--- src/rtl/wb_bus_decoder_n_if.sv ---
// Bundle of master-side and slave-side Wishbone signals around the bus decoder.
// The slave modport is the decoder's own view; the master modport is the surrounding SoC's view.
interface wb_bus_decoder_n_if #(
    parameter int NUM_SLAVES = 5,
    parameter int ADDR_W     = 32,
    parameter int DATA_W     = 32
);
    logic [ADDR_W-1:0]            m_adr_i;
    logic [DATA_W-1:0]            m_dat_i;
    logic [DATA_W/8-1:0]          m_sel_i;
    logic                         m_we_i;
    logic                         m_cyc_i;
    logic                         m_stb_i;
    logic [DATA_W-1:0]            m_dat_o;
    logic                         m_ack_o;
    logic                         m_err_o;
    logic [ADDR_W-1:0]            s_adr_o;
    logic [DATA_W-1:0]            s_dat_o;
    logic [DATA_W/8-1:0]          s_sel_o;
    logic                         s_we_o;
    logic [NUM_SLAVES-1:0]        s_cyc_o;
    logic [NUM_SLAVES-1:0]        s_stb_o;
    logic [NUM_SLAVES*DATA_W-1:0] s_dat_i;
    logic [NUM_SLAVES-1:0]        s_ack_i;
    logic [NUM_SLAVES-1:0]        s_err_i;
    logic                         timeout_o;
    logic [ADDR_W-1:0]            err_addr_o;

    modport slave (
        input  m_adr_i, m_dat_i, m_sel_i, m_we_i, m_cyc_i, m_stb_i,
        input  s_dat_i, s_ack_i, s_err_i,
        output m_dat_o, m_ack_o, m_err_o,
        output s_adr_o, s_dat_o, s_sel_o, s_we_o, s_cyc_o, s_stb_o,
        output timeout_o, err_addr_o
    );

    modport master (
        output m_adr_i, m_dat_i, m_sel_i, m_we_i, m_cyc_i, m_stb_i,
        output s_dat_i, s_ack_i, s_err_i,
        input  m_dat_o, m_ack_o, m_err_o,
        input  s_adr_o, s_dat_o, s_sel_o, s_we_o, s_cyc_o, s_stb_o,
        input  timeout_o, err_addr_o
    );
endinterface

--- src/rtl/wb_bus_decoder_n.sv ---
// 1-master/N-slave Wishbone classic decoder with base/mask slave selection,
// error response for unmapped addresses and a bus-timeout watchdog.
module wb_bus_decoder_n #(
    parameter int NUM_SLAVES = 5,
    parameter int ADDR_W     = 32,
    parameter int DATA_W     = 32,
    parameter logic [NUM_SLAVES*ADDR_W-1:0] SLV_BASE = {32'h4000_0000, 32'h3000_0000,
                                                       32'h2000_0000, 32'h1000_0000,
                                                       32'h0000_0000},
    parameter logic [NUM_SLAVES*ADDR_W-1:0] SLV_MASK = {32'hF000_0000, 32'hF000_0000,
                                                       32'hF000_0000, 32'hF000_0000,
                                                       32'hF000_0000},
    parameter int TIMEOUT_CYCLES = 255
) (
    input logic                clk,
    input logic                reset_n,
    wb_bus_decoder_n_if.slave  bus
);

    localparam int CNT_W = $clog2(TIMEOUT_CYCLES);
    localparam logic [CNT_W-1:0] CNT_LAST = CNT_W'(TIMEOUT_CYCLES - 1);

    typedef enum logic [1:0] {IDLE, ACTIVE, ERR_RESP} state_t;

    state_t                state_q, state_d;
    logic [NUM_SLAVES-1:0] sel_q, sel_d;
    logic [CNT_W-1:0]      cnt_q, cnt_d;
    logic [ADDR_W-1:0]     err_addr_q, err_addr_d;
    logic                  timeout_q, timeout_d;

    logic [NUM_SLAVES-1:0] hit_sel;
    logic                  hit_any;
    logic [DATA_W-1:0]     rd_mux;
    logic                  req;
    logic                  ack_sel;
    logic                  err_sel;
    logic [NUM_SLAVES-1:0] s_cyc;
    logic [DATA_W-1:0]     m_dat;
    logic                  m_ack;
    logic                  m_err;

    assign req     = bus.m_cyc_i & bus.m_stb_i;
    assign ack_sel = |(bus.s_ack_i & sel_q);
    assign err_sel = |(bus.s_err_i & sel_q);

    // Priority decode: the lowest-index slave whose window matches wins on overlap.
    always_comb begin
        hit_sel = '0;
        hit_any = 1'b0;
        for (int i = 0; i < NUM_SLAVES; i++) begin
            if (!hit_any &&
                ((bus.m_adr_i & SLV_MASK[i*ADDR_W +: ADDR_W]) == SLV_BASE[i*ADDR_W +: ADDR_W])) begin
                hit_sel[i] = 1'b1;
                hit_any    = 1'b1;
            end
        end
    end

    always_comb begin
        rd_mux = '0;
        for (int i = 0; i < NUM_SLAVES; i++) begin
            if (sel_q[i]) begin
                rd_mux = rd_mux | bus.s_dat_i[i*DATA_W +: DATA_W];
            end
        end
    end

    always_comb begin
        state_d    = state_q;
        sel_d      = sel_q;
        cnt_d      = cnt_q;
        err_addr_d = err_addr_q;
        timeout_d  = 1'b0;
        s_cyc      = '0;
        m_dat      = '0;
        m_ack      = 1'b0;
        m_err      = 1'b0;
        case (state_q)
            IDLE: begin
                if (req) begin
                    if (hit_any) begin
                        sel_d   = hit_sel;
                        cnt_d   = '0;
                        state_d = ACTIVE;
                    end else begin
                        err_addr_d = bus.m_adr_i;
                        state_d    = ERR_RESP;
                    end
                end
            end
            ACTIVE: begin
                m_dat = rd_mux;
                if (!bus.m_cyc_i) begin
                    sel_d   = '0;
                    cnt_d   = '0;
                    state_d = IDLE;
                end else begin
                    if (req) begin
                        s_cyc = sel_q;
                    end
                    // Error outranks a simultaneous ack from the same slave.
                    if (req && err_sel) begin
                        m_err      = 1'b1;
                        err_addr_d = bus.m_adr_i;
                        sel_d      = '0;
                        state_d    = IDLE;
                    end else if (req && ack_sel) begin
                        m_ack   = 1'b1;
                        sel_d   = '0;
                        state_d = IDLE;
                    end else if (cnt_q == CNT_LAST) begin
                        err_addr_d = bus.m_adr_i;
                        timeout_d  = 1'b1;
                        sel_d      = '0;
                        state_d    = ERR_RESP;
                    end else begin
                        cnt_d = cnt_q + 1'b1;
                    end
                end
            end
            ERR_RESP: begin
                m_err   = 1'b1;
                sel_d   = '0;
                state_d = IDLE;
            end
            default: begin
                sel_d   = '0;
                state_d = IDLE;
            end
        endcase
    end

    always_ff @(posedge clk) begin
        if (!reset_n) begin
            state_q    <= IDLE;
            sel_q      <= '0;
            cnt_q      <= '0;
            err_addr_q <= '0;
            timeout_q  <= 1'b0;
        end else begin
            state_q    <= state_d;
            sel_q      <= sel_d;
            cnt_q      <= cnt_d;
            err_addr_q <= err_addr_d;
            timeout_q  <= timeout_d;
        end
    end

    assign bus.s_adr_o    = bus.m_adr_i;
    assign bus.s_dat_o    = bus.m_dat_i;
    assign bus.s_sel_o    = bus.m_sel_i;
    assign bus.s_we_o     = bus.m_we_i;
    assign bus.s_cyc_o    = s_cyc;
    assign bus.s_stb_o    = s_cyc;
    assign bus.m_dat_o    = m_dat;
    assign bus.m_ack_o    = m_ack;
    assign bus.m_err_o    = m_err;
    assign bus.timeout_o  = timeout_q;
    assign bus.err_addr_o = err_addr_q;

endmodule

--- src/flat_wrapper.sv ---
// flat-port wrapper written by rule: the top's interface ports become plain ports
module wb_bus_decoder_n_flat 
#(
    parameter int NUM_SLAVES = 5,
    parameter int ADDR_W     = 32,
    parameter int DATA_W     = 32,
    parameter logic [NUM_SLAVES*ADDR_W-1:0] SLV_BASE = {32'h4000_0000, 32'h3000_0000,
                                                       32'h2000_0000, 32'h1000_0000,
                                                       32'h0000_0000},
    parameter logic [NUM_SLAVES*ADDR_W-1:0] SLV_MASK = {32'hF000_0000, 32'hF000_0000,
                                                       32'hF000_0000, 32'hF000_0000,
                                                       32'hF000_0000},
    parameter int TIMEOUT_CYCLES = 255
)
  (clk, reset_n, bus_m_adr_i, bus_m_dat_i, bus_m_sel_i, bus_m_we_i, bus_m_cyc_i, bus_m_stb_i, bus_s_dat_i, bus_s_ack_i, bus_s_err_i, bus_m_dat_o, bus_m_ack_o, bus_m_err_o, bus_s_adr_o, bus_s_dat_o, bus_s_sel_o, bus_s_we_o, bus_s_cyc_o, bus_s_stb_o, bus_timeout_o, bus_err_addr_o);
  wb_bus_decoder_n_if #(.NUM_SLAVES(NUM_SLAVES), .ADDR_W(ADDR_W), .DATA_W(DATA_W)) bus_i ();
  input logic clk;
  input logic reset_n;
  input wire logic [$bits(bus_i.m_adr_i)-1:0] bus_m_adr_i;
  input wire logic [$bits(bus_i.m_dat_i)-1:0] bus_m_dat_i;
  input wire logic [$bits(bus_i.m_sel_i)-1:0] bus_m_sel_i;
  input wire logic [$bits(bus_i.m_we_i)-1:0] bus_m_we_i;
  input wire logic [$bits(bus_i.m_cyc_i)-1:0] bus_m_cyc_i;
  input wire logic [$bits(bus_i.m_stb_i)-1:0] bus_m_stb_i;
  input wire logic [$bits(bus_i.s_dat_i)-1:0] bus_s_dat_i;
  input wire logic [$bits(bus_i.s_ack_i)-1:0] bus_s_ack_i;
  input wire logic [$bits(bus_i.s_err_i)-1:0] bus_s_err_i;
  output wire logic [$bits(bus_i.m_dat_o)-1:0] bus_m_dat_o;
  output wire logic [$bits(bus_i.m_ack_o)-1:0] bus_m_ack_o;
  output wire logic [$bits(bus_i.m_err_o)-1:0] bus_m_err_o;
  output wire logic [$bits(bus_i.s_adr_o)-1:0] bus_s_adr_o;
  output wire logic [$bits(bus_i.s_dat_o)-1:0] bus_s_dat_o;
  output wire logic [$bits(bus_i.s_sel_o)-1:0] bus_s_sel_o;
  output wire logic [$bits(bus_i.s_we_o)-1:0] bus_s_we_o;
  output wire logic [$bits(bus_i.s_cyc_o)-1:0] bus_s_cyc_o;
  output wire logic [$bits(bus_i.s_stb_o)-1:0] bus_s_stb_o;
  output wire logic [$bits(bus_i.timeout_o)-1:0] bus_timeout_o;
  output wire logic [$bits(bus_i.err_addr_o)-1:0] bus_err_addr_o;
  assign bus_i.m_adr_i = bus_m_adr_i;
  assign bus_i.m_dat_i = bus_m_dat_i;
  assign bus_i.m_sel_i = bus_m_sel_i;
  assign bus_i.m_we_i = bus_m_we_i;
  assign bus_i.m_cyc_i = bus_m_cyc_i;
  assign bus_i.m_stb_i = bus_m_stb_i;
  assign bus_i.s_dat_i = bus_s_dat_i;
  assign bus_i.s_ack_i = bus_s_ack_i;
  assign bus_i.s_err_i = bus_s_err_i;
  assign bus_m_dat_o = bus_i.m_dat_o;
  assign bus_m_ack_o = bus_i.m_ack_o;
  assign bus_m_err_o = bus_i.m_err_o;
  assign bus_s_adr_o = bus_i.s_adr_o;
  assign bus_s_dat_o = bus_i.s_dat_o;
  assign bus_s_sel_o = bus_i.s_sel_o;
  assign bus_s_we_o = bus_i.s_we_o;
  assign bus_s_cyc_o = bus_i.s_cyc_o;
  assign bus_s_stb_o = bus_i.s_stb_o;
  assign bus_timeout_o = bus_i.timeout_o;
  assign bus_err_addr_o = bus_i.err_addr_o;
  wb_bus_decoder_n #(.NUM_SLAVES(NUM_SLAVES), .ADDR_W(ADDR_W), .DATA_W(DATA_W), .SLV_BASE(SLV_BASE), .SLV_MASK(SLV_MASK), .TIMEOUT_CYCLES(TIMEOUT_CYCLES)) u_core (.clk(clk), .reset_n(reset_n), .bus(bus_i));
endmodule
--- config.mk ---
export PLATFORM = sky130hd
export DESIGN_NAME = wb_bus_decoder_n_flat
export DESIGN_NICKNAME = d
export VERILOG_FILES = /design/src/rtl/wb_bus_decoder_n_if.sv /design/src/rtl/wb_bus_decoder_n.sv /design/src/flat_wrapper.sv
export SDC_FILE = /design/constraint.sdc
export NUM_CORES = 1
export LEC_CHECK = 0
export ABC_AREA = 1
export CORE_AREA = 2 2 150 152
export CTS_CLUSTER_SIZE = 14
export DETAILED_ROUTE_END_ITERATION = 16
export DIE_AREA = 0 0 152 154
export DONT_BUFFER_PORTS = 1
export GPL_ROUTABILITY_DRIVEN = 0
export SYNTH_ARGS = -nofsm -noshare
export SYNTH_HDL_FRONTEND = slang
export SYNTH_SLANG_ARGS = --single-unit
--- constraint.sdc ---
create_clock -name clk -period 2.3 [get_ports clk]
set_input_delay 0.345 -clock clk [delete_from_list [all_inputs] [get_ports clk]]
set_output_delay 0.345 -clock clk [all_outputs]
set_load 0.02 [all_outputs]
======== After elaboration in Yosys (flattened, before gate mapping) ========
Cells that the tools add are included.
cells by class
  equal/unequal tests ..................... 17
  reduce and logical (&&, ||, !) cells .... 20
  mux-type cells .......................... 54
  bitwise gates (word level) .............. 10
  add/sub/neg operators ................... 1
operator list
  operator                                                number
  2-to-1 mux 32 bit                                       12
  bitwise OR 32 bit                                       4
  case mux 32 bit (2 select lines)                        1
  2-to-1 mux 8 bit                                        6
  2-to-1 mux 5 bit                                        9
  logical NOT 32 bit                                      1
  2-to-1 mux 1 bit                                        16
  case mux 8 bit (2 select lines)                         1
  OR reduction 5 bit                                      3
  2-to-1 mux 2 bit                                        6
  AND reduction 6 bit                                     2
  bitwise AND 5 bit                                       2
  case mux 5 bit (2 select lines)                         1
  inequality test 3 bit (second input constant)           3
  adder 8 x 1 -> 8 bit (second input constant)            1
  == test 4 x 2 -> 1 bit (second input constant)          2
  == test 8 bit (second input constant)                   1
  logical AND 1 bit                                       6
  inequality test 5 x 2 -> 1 bit (second input constant)  1
  == test 4 x 1 -> 1 bit (second input constant)          1
  == test 4 x 3 -> 1 bit (second input constant)          1
  logical NOT 1 bit                                       4
  inequality test 2 x 1 -> 1 bit (second input constant)  2
  inequality test 2 bit (second input constant)           2
  12 further kinds                                        14
word-level totals
  output and inout port bits .............. 146
  logic and storage cells ................. 107
  flip-flop bits (word level) ............. 48

======== Depth between registers and ports, before layout ========
  depth in word-level cells ............... 17
  gate-level depth with buffers ........... 12

======== Worst setup path before layout ========
No wires, ideal clock.
  path type ............................... register to output
  start ................................... reg u_core.state_q[1]
  end ..................................... out bus_s_stb_o[0]
  slack ................................... 0.185 ns
  required time ........................... 1.955 ns
  arrival time ............................ 1.770 ns
  stages on the path, launching flop included .. 7
  path through ............................ dfxtp_1 -> inv_1 -> ha_1 -> inv_2 -> buf_1 -> nor3_1 -> buf_4
on the way
  cells in the longest elaborated chain, start to end .. 2
RTL lines
  item                      RTL line                 source
  start: declaration        wb_bus_decoder_n.sv:25   state_t state_q, state_d;
  start signal: assignment  wb_bus_decoder_n.sv:141  state_q <= state_d;
  == test 2 x 1 -> 1 bit    wb_bus_decoder_n.sv:78   case (state_q)
  2-to-1 mux 5 bit          wb_bus_decoder_n.sv:78
  end: declaration          flat_wrapper.sv:36       output wire logic [$bits(bus_i.s_stb_o)-1:0] bus_s_stb_o;
Every way passes these cells.

======== Worst setup path in the final report ========
  start ................................... reg u_core.sel_q[1]
  end ..................................... out bus_m_ack_o
on the way
  cells in the longest elaborated chain, start to end .. 7
  elaborated cells between the ends (all ways) .. 10
RTL lines
  item                      RTL line                 source
  start: declaration        wb_bus_decoder_n.sv:26   logic [NUM_SLAVES-1:0] sel_q, sel_d;
  start signal: assignment  wb_bus_decoder_n.sv:142  sel_q <= sel_d;
  bitwise AND 5 bit         wb_bus_decoder_n.sv:43   assign ack_sel = |(bus.s_ack_i & sel_q);
  OR reduction 5 bit        wb_bus_decoder_n.sv:43
  logical AND 1 bit         wb_bus_decoder_n.sv:107  end else if (req && ack_sel) begin
  2-to-1 mux 1 bit          wb_bus_decoder_n.sv:107
  2-to-1 mux 1 bit (*)      wb_bus_decoder_n.sv:102  if (req && err_sel) begin
  2-to-1 mux 1 bit (*)      wb_bus_decoder_n.sv:93   if (!bus.m_cyc_i) begin
  2-to-1 mux 1 bit (*)      wb_bus_decoder_n.sv:78
  end: declaration          flat_wrapper.sv:29       output wire logic [$bits(bus_i.m_ack_o)-1:0] bus_m_ack_o;
Every way passes the cells marked *; elsewhere a longest branch is shown, timed or not.

==> impl_metrics.csv <==
group,metric,value,unit
status,outcome,"completed",
synthesis,synth_compound_area_share,19.43,%
global_routing,antenna_found_initial,2,
job,maxCapViolations,0,
floorplanning,rows,54,
critical_path,crit_arrival,1750,ps
synthesis,synth.avg_cell_area,6.440,µm²
synthesis,synth_fa_ha_area_share,1.506,%
placement,hpwl,14760,µm
route,ant_nets,0,
synthesis,muxShareOfSynthArea,0,%
critical_path,critPathLaunchType,"register",
global_routing,grt_pass1_wl,24960,µm
critical_path,worst-setup-path-type,"reg -> out",
synthesis,yosys_warnings,0,
placement,port_buffers,0,
critical_path,path_max_fanout,13,
synthesis,synth_cell_types,28,
sta,holdWs,158.8,ps
clocking,cts.sink_count,48,
power,finalPower,3.354,mW
clocking,post_cts_resized,0,
sta,drv_slew,0,
finish,nets,840,
sta,relSlewSlack,68.46,%
clocking,cts_tree,"done",
clocking,insertion_delay,300,ps
synthesis,synthSimpleGateAreaFrac,31.99,%
synthesis,async_flop_share,0,%
placement,placedCellCount,865,
clocking,clk_pin_slew,70,ps
route,drt_wl_total,17810,µm
finish,drive_above_1_share,13.83,%
clocking,clockBufferDepth,2,
synthesis,yosysSeqAreaShare,23.13,%
synthesis,synth-edff-count,0,
clocking,hold_buffers,0,
route,drcViolationCount,0,
synthesis,synth_top_family_by_area,"simple AND/OR/NAND/NOR gates",
sta,period_needed,2093,ps
floorplanning,core-area,21690,µm²
route,via_count,4054,
finish,fillers,2449,
floorplanning,die_h,154,µm
synthesis,synthXorXnorAreaFrac,0,%
finish,syn_to_final_growth,5.994,%
sta,fin_setup_tns,0,ps
clocking,htree_levels,2,
clocking,cts_made_buffers,5,
route,dr.pass1.iters,5,
sta,finalSetupViolCount,0,
power,p_leak,1.847,nW
route,viasPerCell,4.633,
synthesis,ys_ff_latch,48,
worst_hold_path,hp-class,"in -> reg",
critical_path,cp.required,1960,ps
global_routing,grt_max_degree,41,
clocking,postCtsSetupBuffers,0,
synthesis,synth_nets,893,
synthesis,synthFlopType,"dfxtp_1",
sta,rsz0062_at_grt,"no",
floorplanning,die_w,152,µm
route,drt_iter0_markers,210,
sta,worst_slew_pin_slew,473.1,ps
critical_path,worst_setup_path_end_kind,"primary output",
sta,hold_violations,0,
synthesis,synth_area,4154,µm²
sta,finalCritPeriodShare,91.01,%
synthesis,yosysMostFrequentCell,"nand2_1",
synthesis,syn_inst,645,
synthesis,synth_top_area_share,23.13,%
floorplanning,initial_utilization,19.15,%
power,power_density,761.8,nW/µm²
synthesis,synthTopCellsByCount,"127 x nand2_1, 95 x nor2_1, 77 x buf_4",
global_routing,grt-ovfl-total,0,
sta,clock-skew-final,10.31,ps
global_routing,grt_pass1_vias,3688,
global_routing,grt.total_usage,14.10,%
sta,clock.fmax,0.4778,GHz
floorplanning,io_pins,389,
synthesis,synthTopCellsByArea,"dfxtp_1 23%, buf_4 14%, nand2_1 11%",
synthesis,yosysTopAreaCell,"dfxtp_1",
route,wire_per_inst,20.36,µm
clocking,cts_root_buffer,"clkbuf_16",
floorplanning,fp.dieArea,23410,µm²
power,ir_drop,358.5,µV
finish,final_cells,875,
## power breakdown
part           leakage, nW  internal (mW)  switching (mW)  total [mW]
clock               0.0671          0.407           0.347       0.754
sequential           0.395          0.995           0.286        1.28
combinational         1.39          0.519           0.799        1.32
total                 1.85           1.92            1.43        3.35
## logic make-up after synthesis
group	Yosys count
AO/OA/AOI/OAI	109
flip-flops	48
adder cells (fa/ha/maj)	5
AND/OR/NAND/NOR	308
buffers and inverters	175
## sequential cells by signal, summed over array words and instances, names as in the netlist
register               flops
u_core.state_q             2
u_core.sel_q               5
u_core.bus.timeout_o       1
u_core.bus.err_addr_o     32
u_core.cnt_q               8
## placed cells by master, fill, tap and decap left out
cell,netlist,final
nand2_1,127,127
nor2_1,95,94
nand3_1,61,61
inv_1,59,59
buf_4,77,48
dfxtp_1,48,47
a21oi_1,39,39
a22o_1,32,32
a221oi_1,32,32
nand4_1,7,7
buf_12,0,6
nor2_2,4,5
nor3_2,0,5
clkbuf_16,0,5
ha_1,5,4
diode_2,0,2
nand2_8,2,2
inv_2,2,2
nand3_2,2,2
o21bai_1,2,2
nor4_1,2,2
a21boi_1,0,1
o21ai_2,1,1
o21a_4,1,1
nor2_4,1,1
o21ai_1,1,1
nand3b_1,1,1
nor3_1,6,1
ha_2,0,1
clkinvlp_4,0,1
clkbuf_1,18,1
clkinv_4,0,1
dfxtp_4,0,1
## metrics by stage
step	cell area, µm²	setup slack, ps	utilization, %
after floorplan	4154	185.2	-
after global routing	4403	55.33	20.30
after global placement	4245	374.9	19.57
after detailed placement	4245	379.4	19.57
after CTS	4390	46.81	20.24
final	4403	206.9	20.30
## worst max-delay path, stage by stage, from the launching register on
cell,delay [ps]
dfxtp_1,330
buf_4,200
nand2_1,80
nand2_1,110
nor2_1,50
nand2_1,60
nand3_1,90
nor2_1,310
buf_4,210
## area by class of cell
type / instances / area (µm²) / share of cell area, %
Clock inverter: 2 / 16.27 / 0.3694
Inverter: 61 / 229.0 / 5.200
Antenna cell: 2 / 5.005 / 0.1137
Sequential cell: 48 / 964.7 / 21.91
Multi-Input combinational cell: 422 / 2228 / 50.61
Timing Repair Buffer: 54 / 480.5 / 10.91
Tap cell: 280 / 350.3 / 7.957
Clock buffer: 6 / 128.9 / 2.927
## routing by layer
layer	track usage [%]	wire length, µm	up-vias
met1	16.14	6745	1809
met2	23.79	8750	263
li1	-	-	1961
met5	0	0	-
met4	5.919	458	0
met3	5.130	1856	21
## final timing paths
path | from | endpoint | slack (ps) | cells past startpoint
setup / recovery | u_core.sel_q[1] | bus_m_ack_o | 210 | 8
hold / removal | reset_n | u_core.bus.err_addr_o[6] | 160 | 2
setup reg to reg | u_core.state_q[0] | u_core.cnt_q[0] | 350 | 8
hold reg to reg | u_core.cnt_q[7] | u_core.cnt_q[7] | 480 | 2
Power figures use the tool's default switching activity.
